===== config.mk =====
export PLATFORM = sky130hd
export DESIGN_NAME = shift_reg_serdes_flat
export DESIGN_NICKNAME = d
export VERILOG_FILES = /design/src/rtl/shift_reg_serdes_if.sv /design/src/rtl/shift_reg_serdes.sv /design/src/flat_wrapper.sv
export SDC_FILE = /design/constraint.sdc
export NUM_CORES = 1
export LEC_CHECK = 0
export BUFFER_PORTS_ARGS = -buffer_cell sky130_fd_sc_hd__clkbuf_2
export CAP_MARGIN = 40
export CORE_UTILIZATION = 56
export DETAILED_ROUTE_END_ITERATION = 16
export PLACE_DENSITY_LB_ADDON = 0.08
export SYNTH_ARGS = -nofsm -noshare
export SYNTH_HDL_FRONTEND = slang
export SYNTH_SLANG_ARGS = --single-unit
export TNS_END_PERCENT = 10

===== constraint.sdc =====
create_clock -name clk -period 3 [get_ports clk]
set_clock_uncertainty 0.05 [all_clocks]
set_input_delay 0.9 -clock clk [delete_from_list [all_inputs] [get_ports clk]]
set_output_delay 0.9 -clock clk [all_outputs]
set_load 0.05 [all_outputs]

===== src/rtl/shift_reg_serdes_if.sv =====
// shift_reg_serdes_if: parallel write/read handshake and serial bit lanes of the serdes core.
interface shift_reg_serdes_if #(parameter int WIDTH = 8);
    logic [WIDTH-1:0] i_wr_data;
    logic             i_wr_valid;
    logic             o_wr_ready;
    logic             i_shift_en;
    logic             i_ser_in;
    logic             o_ser_out;
    logic             o_busy;
    logic             o_last;
    logic [WIDTH-1:0] o_rd_data;
    logic             o_rd_valid;
    modport master (
        output i_wr_data, i_wr_valid, i_shift_en, i_ser_in,
        input  o_wr_ready, o_ser_out, o_busy, o_last, o_rd_data, o_rd_valid
    );
    modport slave (
        input  i_wr_data, i_wr_valid, i_shift_en, i_ser_in,
        output o_wr_ready, o_ser_out, o_busy, o_last, o_rd_data, o_rd_valid
    );
endinterface


===== src/rtl/shift_reg_serdes.sv =====
// shift_reg_serdes: full-duplex serialiser/deserialiser sharing one shift register for tx and rx.
module shift_reg_serdes #(
    parameter int WIDTH     = 8,
    parameter int MSB_FIRST = 1
) (
    input logic                clk,
    input logic                rst_n,
    shift_reg_serdes_if.slave  bus
);
    localparam int CW = $clog2(WIDTH);
    localparam logic [0:0] IDLE  = 1'b0;
    localparam logic [0:0] SHIFT = 1'b1;
    logic [WIDTH-1:0] sr, sr_next;
    logic [CW-1:0]    cnt;
    logic [0:0]       state;
    logic             shift, fin, load;
    always_comb begin
        sr_next        = (MSB_FIRST != 0) ? {sr[WIDTH-2:0], bus.i_ser_in} : {bus.i_ser_in, sr[WIDTH-1:1]};
        bus.o_ser_out  = (MSB_FIRST != 0) ? sr[WIDTH-1] : sr[0];
        bus.o_busy     = state == SHIFT;
        bus.o_last     = bus.o_busy && cnt == CW'(WIDTH - 1);
        shift          = bus.o_busy & bus.i_shift_en;
        fin            = bus.o_last & bus.i_shift_en;
        // ready during the final enabled tick lets the next frame start with no idle gap
        bus.o_wr_ready = !bus.o_busy | fin;
        load           = bus.i_wr_valid & bus.o_wr_ready;
    end
    always_ff @(posedge clk or negedge rst_n) begin
        if (!rst_n) begin
            sr             <= '0;
            cnt            <= '0;
            state          <= IDLE;
            bus.o_rd_data  <= '0;
            bus.o_rd_valid <= 1'b0;
        end else begin
            bus.o_rd_valid <= fin;
            if (fin) bus.o_rd_data <= sr_next;
            if (load) begin
                sr    <= bus.i_wr_data;
                cnt   <= '0;
                state <= SHIFT;
            end else if (shift) begin
                sr  <= sr_next;
                cnt <= cnt + 1'b1;
                if (fin) state <= IDLE;
            end
        end
    end
endmodule

===== src/flat_wrapper.sv =====
// flat-port wrapper written by rule: the top's interface ports become plain ports
module shift_reg_serdes_flat 
#(
    parameter int WIDTH     = 8,
    parameter int MSB_FIRST = 1
)
  (clk, rst_n, bus_i_wr_data, bus_i_wr_valid, bus_i_shift_en, bus_i_ser_in, bus_o_wr_ready, bus_o_ser_out, bus_o_busy, bus_o_last, bus_o_rd_data, bus_o_rd_valid);
  shift_reg_serdes_if #(.WIDTH(WIDTH)) bus_i ();
  input logic clk;
  input logic rst_n;
  input wire logic [$bits(bus_i.i_wr_data)-1:0] bus_i_wr_data;
  input wire logic [$bits(bus_i.i_wr_valid)-1:0] bus_i_wr_valid;
  input wire logic [$bits(bus_i.i_shift_en)-1:0] bus_i_shift_en;
  input wire logic [$bits(bus_i.i_ser_in)-1:0] bus_i_ser_in;
  output wire logic [$bits(bus_i.o_wr_ready)-1:0] bus_o_wr_ready;
  output wire logic [$bits(bus_i.o_ser_out)-1:0] bus_o_ser_out;
  output wire logic [$bits(bus_i.o_busy)-1:0] bus_o_busy;
  output wire logic [$bits(bus_i.o_last)-1:0] bus_o_last;
  output wire logic [$bits(bus_i.o_rd_data)-1:0] bus_o_rd_data;
  output wire logic [$bits(bus_i.o_rd_valid)-1:0] bus_o_rd_valid;
  assign bus_i.i_wr_data = bus_i_wr_data;
  assign bus_i.i_wr_valid = bus_i_wr_valid;
  assign bus_i.i_shift_en = bus_i_shift_en;
  assign bus_i.i_ser_in = bus_i_ser_in;
  assign bus_o_wr_ready = bus_i.o_wr_ready;
  assign bus_o_ser_out = bus_i.o_ser_out;
  assign bus_o_busy = bus_i.o_busy;
  assign bus_o_last = bus_i.o_last;
  assign bus_o_rd_data = bus_i.o_rd_data;
  assign bus_o_rd_valid = bus_i.o_rd_valid;
  shift_reg_serdes #(.WIDTH(WIDTH), .MSB_FIRST(MSB_FIRST)) u_core (.clk(clk), .rst_n(rst_n), .bus(bus_i));
endmodule

# After elaboration in Yosys (flattened, before gate mapping)

Index checks and enable logic that the tools add are counted.

Output and inout bits: 13
Bits in registers: 21
Input bits: 13
Logic and storage cells: 23

Bitwise gates (word level): 4
Add/sub/neg operators: 1
Mux-type cells: 7
Reductions and logical operators: 5
Equal/unequal tests: 1

Operator list:

| cell                                         | count |
|---|---|
| 2-to-1 mux 8 bit                             | 2 |
| 2-to-1 mux 3 bit                             | 2 |
| nonzero test 2 bit                           | 2 |
| adder 3 x 1 -> 3 bit (second input constant) | 1 |
| bitwise AND 1 bit                            | 3 |
| equality test 3 bit (second input constant)  | 1 |
| 2-to-1 mux 1 bit                             | 3 |
| AND reduction 2 bit                          | 1 |
| logical AND 1 bit                            | 1 |
| zero test 1 bit                              | 1 |
| OR 1 bit                                     | 1 |

# Logic depth before layout (Yosys ltp)

Gate-level depths: netlist of run 1.

Word-level depth: 7
Mapped depth: 5
Depth with buffers taken out: 5

# Worst setup path after synthesis of run 1

Ideal clock, no wire load.

Kind: input-to-output
From: input port bus_i_shift_en
To: output port bus_o_wr_ready
Stages on the path: 3
Arrival: 1.433 ns
Path slack: 0.617 ns
Data required time: 2.050 ns
Buffers on the path: 1
Path through: buf_12 > nand2_1 > nand2_1

Word-level cells in the longest chain between the ends: 2

Ends and longest elaborated chain:

| element           | line                   | source |
|---|---|---|
| from (decl)       | flat_wrapper.sv:13     | `input wire logic [$bits(bus_i.i_shift_en)-1:0] bus_i_shift_en;` |
| bitwise AND 1 bit | shift_reg_serdes.sv:23 | `fin = bus.o_last & bus.i_shift_en;` |
| OR 1 bit          | shift_reg_serdes.sv:25 | `bus.o_wr_ready = !bus.o_busy \| fin;` |
| to (decl)         | flat_wrapper.sv:15     | `output wire logic [$bits(bus_i.o_wr_ready)-1:0] bus_o_wr_ready;` |

No other way between the ends.

# Worst setup path after layout of run 1

From: register u_core.cnt[0]
To: output port bus_o_wr_ready

Word-level cells in the longest chain between the ends: 4

Ends and longest elaborated chain:

| element                | line                   | source |
|---|---|---|
| from (decl)            | shift_reg_serdes.sv:14 | `logic [CW-1:0] cnt;` |
| from (signal assigned) | shift_reg_serdes.sv:44 | `cnt <= cnt + 1'b1;` |
| equality test 3 bit    | shift_reg_serdes.sv:21 | `bus.o_last = bus.o_busy && cnt == CW'(WIDTH - 1);` |
| logical AND 1 bit      | shift_reg_serdes.sv:21 |  |
| bitwise AND 1 bit      | shift_reg_serdes.sv:23 |  |
| OR 1 bit               | shift_reg_serdes.sv:25 |  |

No other way between the ends.

==> flow_metrics.tcl, run 1 <==
set metrics [dict create \
    yosys-mux-area-fraction 0.198 \
    finalWorstSetupSlack_ns 0.434 \
    boundaryPins 26 \
    diodes 0 \
    max_clock_freq_mhz 390 \
    gpl.final_weighted_congestion 0.721 \
    cp_data_required_time_ns 2.05 \
    synth_cell_type_count 25 \
    design_area_sq_um 1270 \
    dp_worst_setup_slack_ns 0.605 \
    number_of_antenna_violations_at_the_first_check_in_global_routing 0 \
    fp.dieH_microns 47.0 \
    yosysMostFrequentCell "dfrtp_1" \
    insertion_delay_ns 0.30 \
    drt-wirelength-per-cell_microns 14.7 \
    maxCapViolations 0 \
    synthDominantAreaCellType "dfrtp_1" \
    complex_gate_fraction_of_the_synthesized_area 0.134 \
    clockRootBuffer "clkbuf_4" \
    drc_errors 0 \
    io_buffers 25 \
    timing.final.crit_period_ns 2.57 \
    cts.reportedPaths.clkPinSlew_ns 0.13 \
    adder_cell_fraction_of_synth_area 0.0221 \
    drtAntennaViolNets 0 \
    critical_path.endpoint_type "output pin" \
    timing.critical_path.from_type "register" \
    area.growth.synth_to_final_pct 12.5 \
    floorplan.die.width_microns 47.0 \
    setup.worst_path.class "reg2out" \
    die_area_sq_um 2210 \
    cts.hold.buffers_added 0 \
    drt-vias-per-instance 5.54 \
    fill_cells 139 \
    finalHoldViolCount 0 \
    global_route_wire_length_before_repair_microns 3260 \
    power.ir.vdd_worst_mv 0.569 \
    synth_simple_gate_area_frac 0.129 \
    tns_ns 0 \
    post-cts-setup-buffers 0 \
    first_global_vias 720 \
    synthesis.area_per_instance_sq_um 12.6 \
    row_count 15 \
    outcome "finished clean" \
    htree_num_levels 1 \
    ys.flop_type "dfrtp_1" \
    core_region_area_sq_um 1800 \
    final_nets 132 \
    max_stage_delay_ns 0.42 \
    hold_path_class "reg2reg" \
    pwr_density_cell_nw_per_um2 1000 \
    overflow 0 \
    start_util 0.629 \
    post_synth_xor_area_fraction 0 \
    worst-path-max-fanout 4 \
    postSynthNetCount 105 \
    synth_seq_cells 21 \
    finalWirelength_microns 2080 \
    seq_area_frac_synth 0.464 \
    power.leakage_uw 0.000656 \
    synthesis.yosys.warnings 0 \
    grt_max_degree 22 \
    main_combinational_cell_family_by_area_after_synthesis "multiplexers" \
    worst_slew_pin_slew_ns 0.532 \
    post_cts_resized 0 \
    finalCritPeriodShare 0.855 \
    global_route.usage.total 0.212 \
    yosys-top-cells-count "dfrtp_1, nand2b_1, a21oi_1, mux2_4" \
    slew_viol_final 0 \
    cts_tree "done" \
    syn_area_sq_um 1130 \
    firstDrtPassIters 4 \
    async_reset_ff_frac 1.00 \
    vias 781 \
    drive_gt1_frac 0.397 \
    setup_viol_count_final 0 \
    detailed_place.area_sq_um 1250 \
    post_synth_main_area_contributors "dfrtp_1, mux2_4, mux2i_1" \
    maxSlewHeadroom 0.645 \
    cp_slowest_cell "dfrtp_1" \
    first_iter_violations 9 \
    synth-edff-count 0 \
    grt_setup_unrepaired "false" \
    cp_data_arrival_time_ns 1.62 \
    timing.critical_path.cells "ha_1 -> ha_1 -> nand2_1 -> nand2_1 -> clkbuf_2" \
    syn-instance-count 90 \
    cts_sinks 21 \
    cts-buffers-inserted 3 \
    hpwlAfterDp_microns 1490 \
    post-synth-top-area-fraction 0.464 \
    clock_path_buffers 2 \
]
## path summary, 6_finish.rpt
check	from	to	slack [ns]	cells past startpoint
setup / recovery	u_core.cnt[0]	bus_o_wr_ready	0.43	5
hold / removal	u_core.bus.o_rd_data[3]	u_core.bus.o_rd_data[3]	0.48	1
setup reg to reg	u_core.cnt[0]	u_core.bus.o_rd_data[6]	1.34	5
hold reg to reg	u_core.bus.o_rd_data[3]	u_core.bus.o_rd_data[3]	0.48	1
max in group asynchronous	rst_n	u_core.cnt[2]	2.04	1
min in group asynchronous	rst_n	u_core.bus.o_rd_data[5]	0.50	1
## worst max-delay path: cells and delay by family (launching register included)
kind                       cells  cell delay [ns]
buffers and inverters          1             0.26
DFF                            1             0.42
and+or+nand+nor                2             0.20
adders and majority gates      2             0.46
## layer usage
metal | wire (microns) | GRT usage | share of wire
met1 | 1040 | 0.295 | 0.50
met2 | 964 | 0.347 | 0.46
met3 | 54 | 0.0346 | 0.026
met4 | 14 | 0.0514 | 0.0067
met5 | 0 | 0 | 0
## state kept, by name, indices dropped and copies added, names as in the netlist
register	flops
u_core.cnt	3
u_core.bus.o_busy	1
u_core.sr	8
u_core.bus.o_rd_data	8
u_core.bus.o_rd_valid	1
## cell families after synthesis
logic type	count (synthesis)
compound gates	22
fa+ha+maj	2
buf+inv	6
flops	21
mux	18
simple gates	21
## cell usage in the layout, fill, tap and decap left out
cell       count
nor2_1         1
o2bb2ai_1      1
nand2b_1       9
nand2_4        1
mux2i_1        7
nor2b_1        4
nand2_1        2
nand2_8        1
mux2_2         2
clkinv_2       1
mux2_4         8
clkbuf_4       3
o22ai_1        7
nor3_1         1
inv_1          1
dfrtp_1       21
a21oi_1        8
ha_1           2
clkbuf_2      25
and2_4         1
mux2_1         1
nand2b_2       1
a31o_1         2
buf_4          2
a22o_1         3
a221oi_2       1
## through the flow
| stage | power (uW) | std cells | hold slack, ns | util |
|---|---|---|---|---|
| finish | 1280 | 141 | 0.478 | 0.708 |
| CTS | 1290 | 141 | 0.481 | 0.708 |
| detailed placement | 1150 | 137 | 0.449 | 0.692 |
| floorplan | 1020 | 90 | 0.434 | - |
| global route | 1360 | 141 | 0.497 | 0.708 |
| global placement | 1130 | 137 | 0.441 | 0.692 |
## power breakdown
part | internal, uW | leakage, uW | switching (uW)
Clock | 49.6 | 0.0000177 | 86.6
Sequential | 400 | 0.000237 | 83.4
Combinational | 257 | 0.000402 | 403
## layout make-up
| type | count | area, sq um | area share |
|---|---|---|---|
| well taps | 25 | 31.3 | 0.0245 |
| clock inverters | 1 | 5.00 | 0.00393 |
| clock buffers | 3 | 22.5 | 0.0177 |
| flip-flops and latches | 21 | 526 | 0.412 |
| repair buffers | 27 | 140 | 0.110 |
| inverters | 1 | 3.75 | 0.00294 |
| multi-input cells | 63 | 547 | 0.429 |
No activity file was read; power rests on OpenSTA's default activity.
==> inputs of run 2 (changes only) <==
--- a/config.mk
+++ b/config.mk
@@ -5,9 +5,10 @@
 export SDC_FILE = /design/constraint.sdc
 export NUM_CORES = 1
 export LEC_CHECK = 0
+export ABC_AREA = 1
 export BUFFER_PORTS_ARGS = -buffer_cell sky130_fd_sc_hd__clkbuf_2
 export CAP_MARGIN = 40
-export CORE_UTILIZATION = 56
+export CORE_UTILIZATION = 54
 export DETAILED_ROUTE_END_ITERATION = 16
 export PLACE_DENSITY_LB_ADDON = 0.08
 export SYNTH_ARGS = -nofsm -noshare
==> flow_metrics.tcl, run 2 <==
set metrics [dict create \
    outcome "finished clean" \
    finalCritPeriodShare 0.875 \
    boundaryPins 26 \
    adder_cell_fraction_of_synth_area 0.0254 \
    final_nets 162 \
    post_cts_resized 0 \
    max_clock_freq_mhz 381 \
    core_region_area_sq_um 1730 \
    htree_num_levels 1 \
    yosysMostFrequentCell "nand2_1" \
    pwr_density_cell_nw_per_um2 915 \
    grt_max_degree 22 \
    multi_input_combinational_cell_area_sq_um 345 \
    ff2ff_setup_slack_ns 1.01 \
    drtAntennaViolNets 0 \
    synthDominantAreaCellType "dfrtp_1" \
    vias 836 \
    timing.final.crit_period_ns 2.63 \
    post_synth_main_area_contributors "dfrtp_1, nand2_1, nand3_1" \
    async_reset_ff_frac 1.00 \
    diodes 0 \
    area.growth.synth_to_final_pct 16.5 \
    global_route.usage.total 0.214 \
    synth_simple_gate_area_frac 0.271 \
    cp_data_required_time_ns 2.05 \
    first_global_vias 714 \
    drt-wirelength-per-cell_microns 11.1 \
    reg2reg_to "u_core.sr[1]" \
    power.leakage_uw 0.000693 \
    row_count 15 \
    grt_setup_unrepaired "false" \
    seq_area_frac_synth 0.534 \
    hpwlAfterDp_microns 1360 \
    ys.flop_type "dfrtp_1" \
    slew_viol_final 0 \
    maxSlewHeadroom 0.656 \
    setup_viol_count_final 0 \
    fill_cells 177 \
    clockRootBuffer "clkbuf_4" \
    synth_cell_type_count 13 \
    cts.reportedPaths.clkPinSlew_ns 0.11 \
    finalHoldViolCount 0 \
    synthesis.area_per_instance_sq_um 8.21 \
    first_iter_violations 13 \
    whs_path_depth 2 \
    cts_tree "done" \
    cp_data_arrival_time_ns 1.68 \
    postSynthNetCount 135 \
    synth-edff-count 0 \
    hold_path.startpoint "u_core.sr[6]" \
    yosys-top-cells-count "nand2_1, dfrtp_1, inv_1" \
    holdPathEnd "u_core.sr[6]" \
    maxCapViolations 0 \
    most_common_library_cell_in_the_layout_ignoring_fill_and_taps "nand2_1" \
    io_buffers 25 \
    tns_ns 0 \
    power.ir.vdd_worst_mv 0.528 \
    firstDrtPassIters 4 \
    drive_gt1_frac 0.219 \
    finalWirelength_microns 1890 \
    insertion_delay_ns 0.30 \
    setup.worst_path.class "reg2out" \
    clock_path_buffers 2 \
    post-synth-top-area-fraction 0.534 \
    floorplan.die.width_microns 44.7 \
    cts.hold.buffers_added 0 \
    fp.dieH_microns 44.7 \
    timing.critical_path.from_type "register" \
    syn-instance-count 120 \
    main_combinational_cell_family_by_area_after_synthesis "simple AND/OR/NAND/NOR gates" \
    worst_slew_pin_slew_ns 0.516 \
    cts-buffers-inserted 3 \
    synthesis.yosys.warnings 0 \
    critical_path.endpoint_type "output pin" \
    post_synth_xor_area_fraction 0 \
    biggest_registers_after_layout "u_core.bus.o_rd_data: 8 flops, u_core.sr: 8 flops, u_core.cnt: 3 flops" \
    regArea_sq_um 526 \
    complex_gate_fraction_of_the_synthesized_area 0.0546 \
    start_of_the_worst_register_to_register_path "u_core.cnt[0]" \
    die_area_sq_um 2000 \
    yosys-mux-area-fraction 0 \
    overflow 0 \
    drc_errors 0 \
    global_route_wire_length_before_repair_microns 3060 \
    start_util 0.570 \
    hold_path_class "reg2reg" \
    post-cts-setup-buffers 0 \
    synth_seq_cells 21 \
    cts_sinks 21 \
    syn_area_sq_um 985 \
    number_of_antenna_violations_at_the_first_check_in_global_routing 0 \
    final_cell_mix "nand2_1, clkbuf_2, dfrtp_1" \
    worst-path-max-fanout 18 \
    gpl.final_weighted_congestion 0.794 \
    finalPower_uw 1050 \
    timing.reg2reg.worst_path_depth 9 \
    drt-vias-per-instance 4.89 \
]
-- run 2: cell types whose count changed in the layout (fill, tap and decap cells not counted), moves of 3 or more --
cell      change
a21oi_1       -8
mux2_4        -8
nand2_1      +39
nand2b_1      -9
inv_1        +19
o21ai_0       +9
o22ai_1       -7
a22o_1        -3
nand3_1      +19
nor2b_1       -4
mux2i_1       -7
-- run 2: per-layer routing --
layer	GRT usage	up-vias	part of all wire	routed length, microns
met1	0.296	376	0.46	866
met4	0.0909	0	0.020	37
met2	0.332	31	0.46	870
met5	0	-	0	0
met3	0.0360	6	0.062	117
li1	-	423	-	-
-- run 2: worst max path at each step --
| stage | startpoint | end | slack, ns | cells past startpoint |
|---|---|---|---|---|
| 2_1_floorplan | bus_i_shift_en | bus_o_wr_ready | 0.72 | 3 |
| 3_3_place_gp | bus_i_shift_en | bus_o_wr_ready | 0.45 | 4 |
| 3_5_place_dp | bus_i_shift_en | bus_o_wr_ready | 0.45 | 4 |
| 4_1_cts | u_core.cnt[0] | bus_o_wr_ready | 0.38 | 5 |
| 5_1_grt | u_core.cnt[0] | bus_o_wr_ready | 0.27 | 5 |
| 6_report | u_core.cnt[0] | bus_o_wr_ready | 0.37 | 5 |
-- run 2: worst max-delay path, stage by stage (launching register included) --
cell and delay, ns:
dfrtp_1 0.40, ha_1 0.21, ha_1 0.22, nand3_4 0.18
nand2_1 0.12, clkbuf_2 0.26
-- run 2: cell families after synthesis --
group                      count (synthesis)
DFF                                       21
and+or+nand+nor                           61
AOI/OAI and AO/OA                         10
buffers and inverters                     26
adders and majority gates                  2
-- run 2: layout make-up --
cell class	instances	area share
multi-input combinational	73	0.301
sequential	21	0.458
clock buffer	4	0.0229
timing repair buffer	27	0.122
inverter	21	0.0687
tap	25	0.0273
-- run 2: report_power, final --
group	switching (uW)	internal (uW)
clock	82.3	51.9
sequential	55.8	386
combinational	351	123
-- run 2: through the flow --
step	worst slack (ns)	hold slack [ns]	cell area, sq um	cells	utilization
floorplan	0.715	0.399	985	120	-
global placement	0.452	0.413	1120	167	0.649
detailed placement	0.445	0.415	1120	167	0.649
CTS	0.375	0.444	1150	171	0.664
global route	0.275	0.471	1150	171	0.664
finish	0.374	0.441	1150	171	0.664
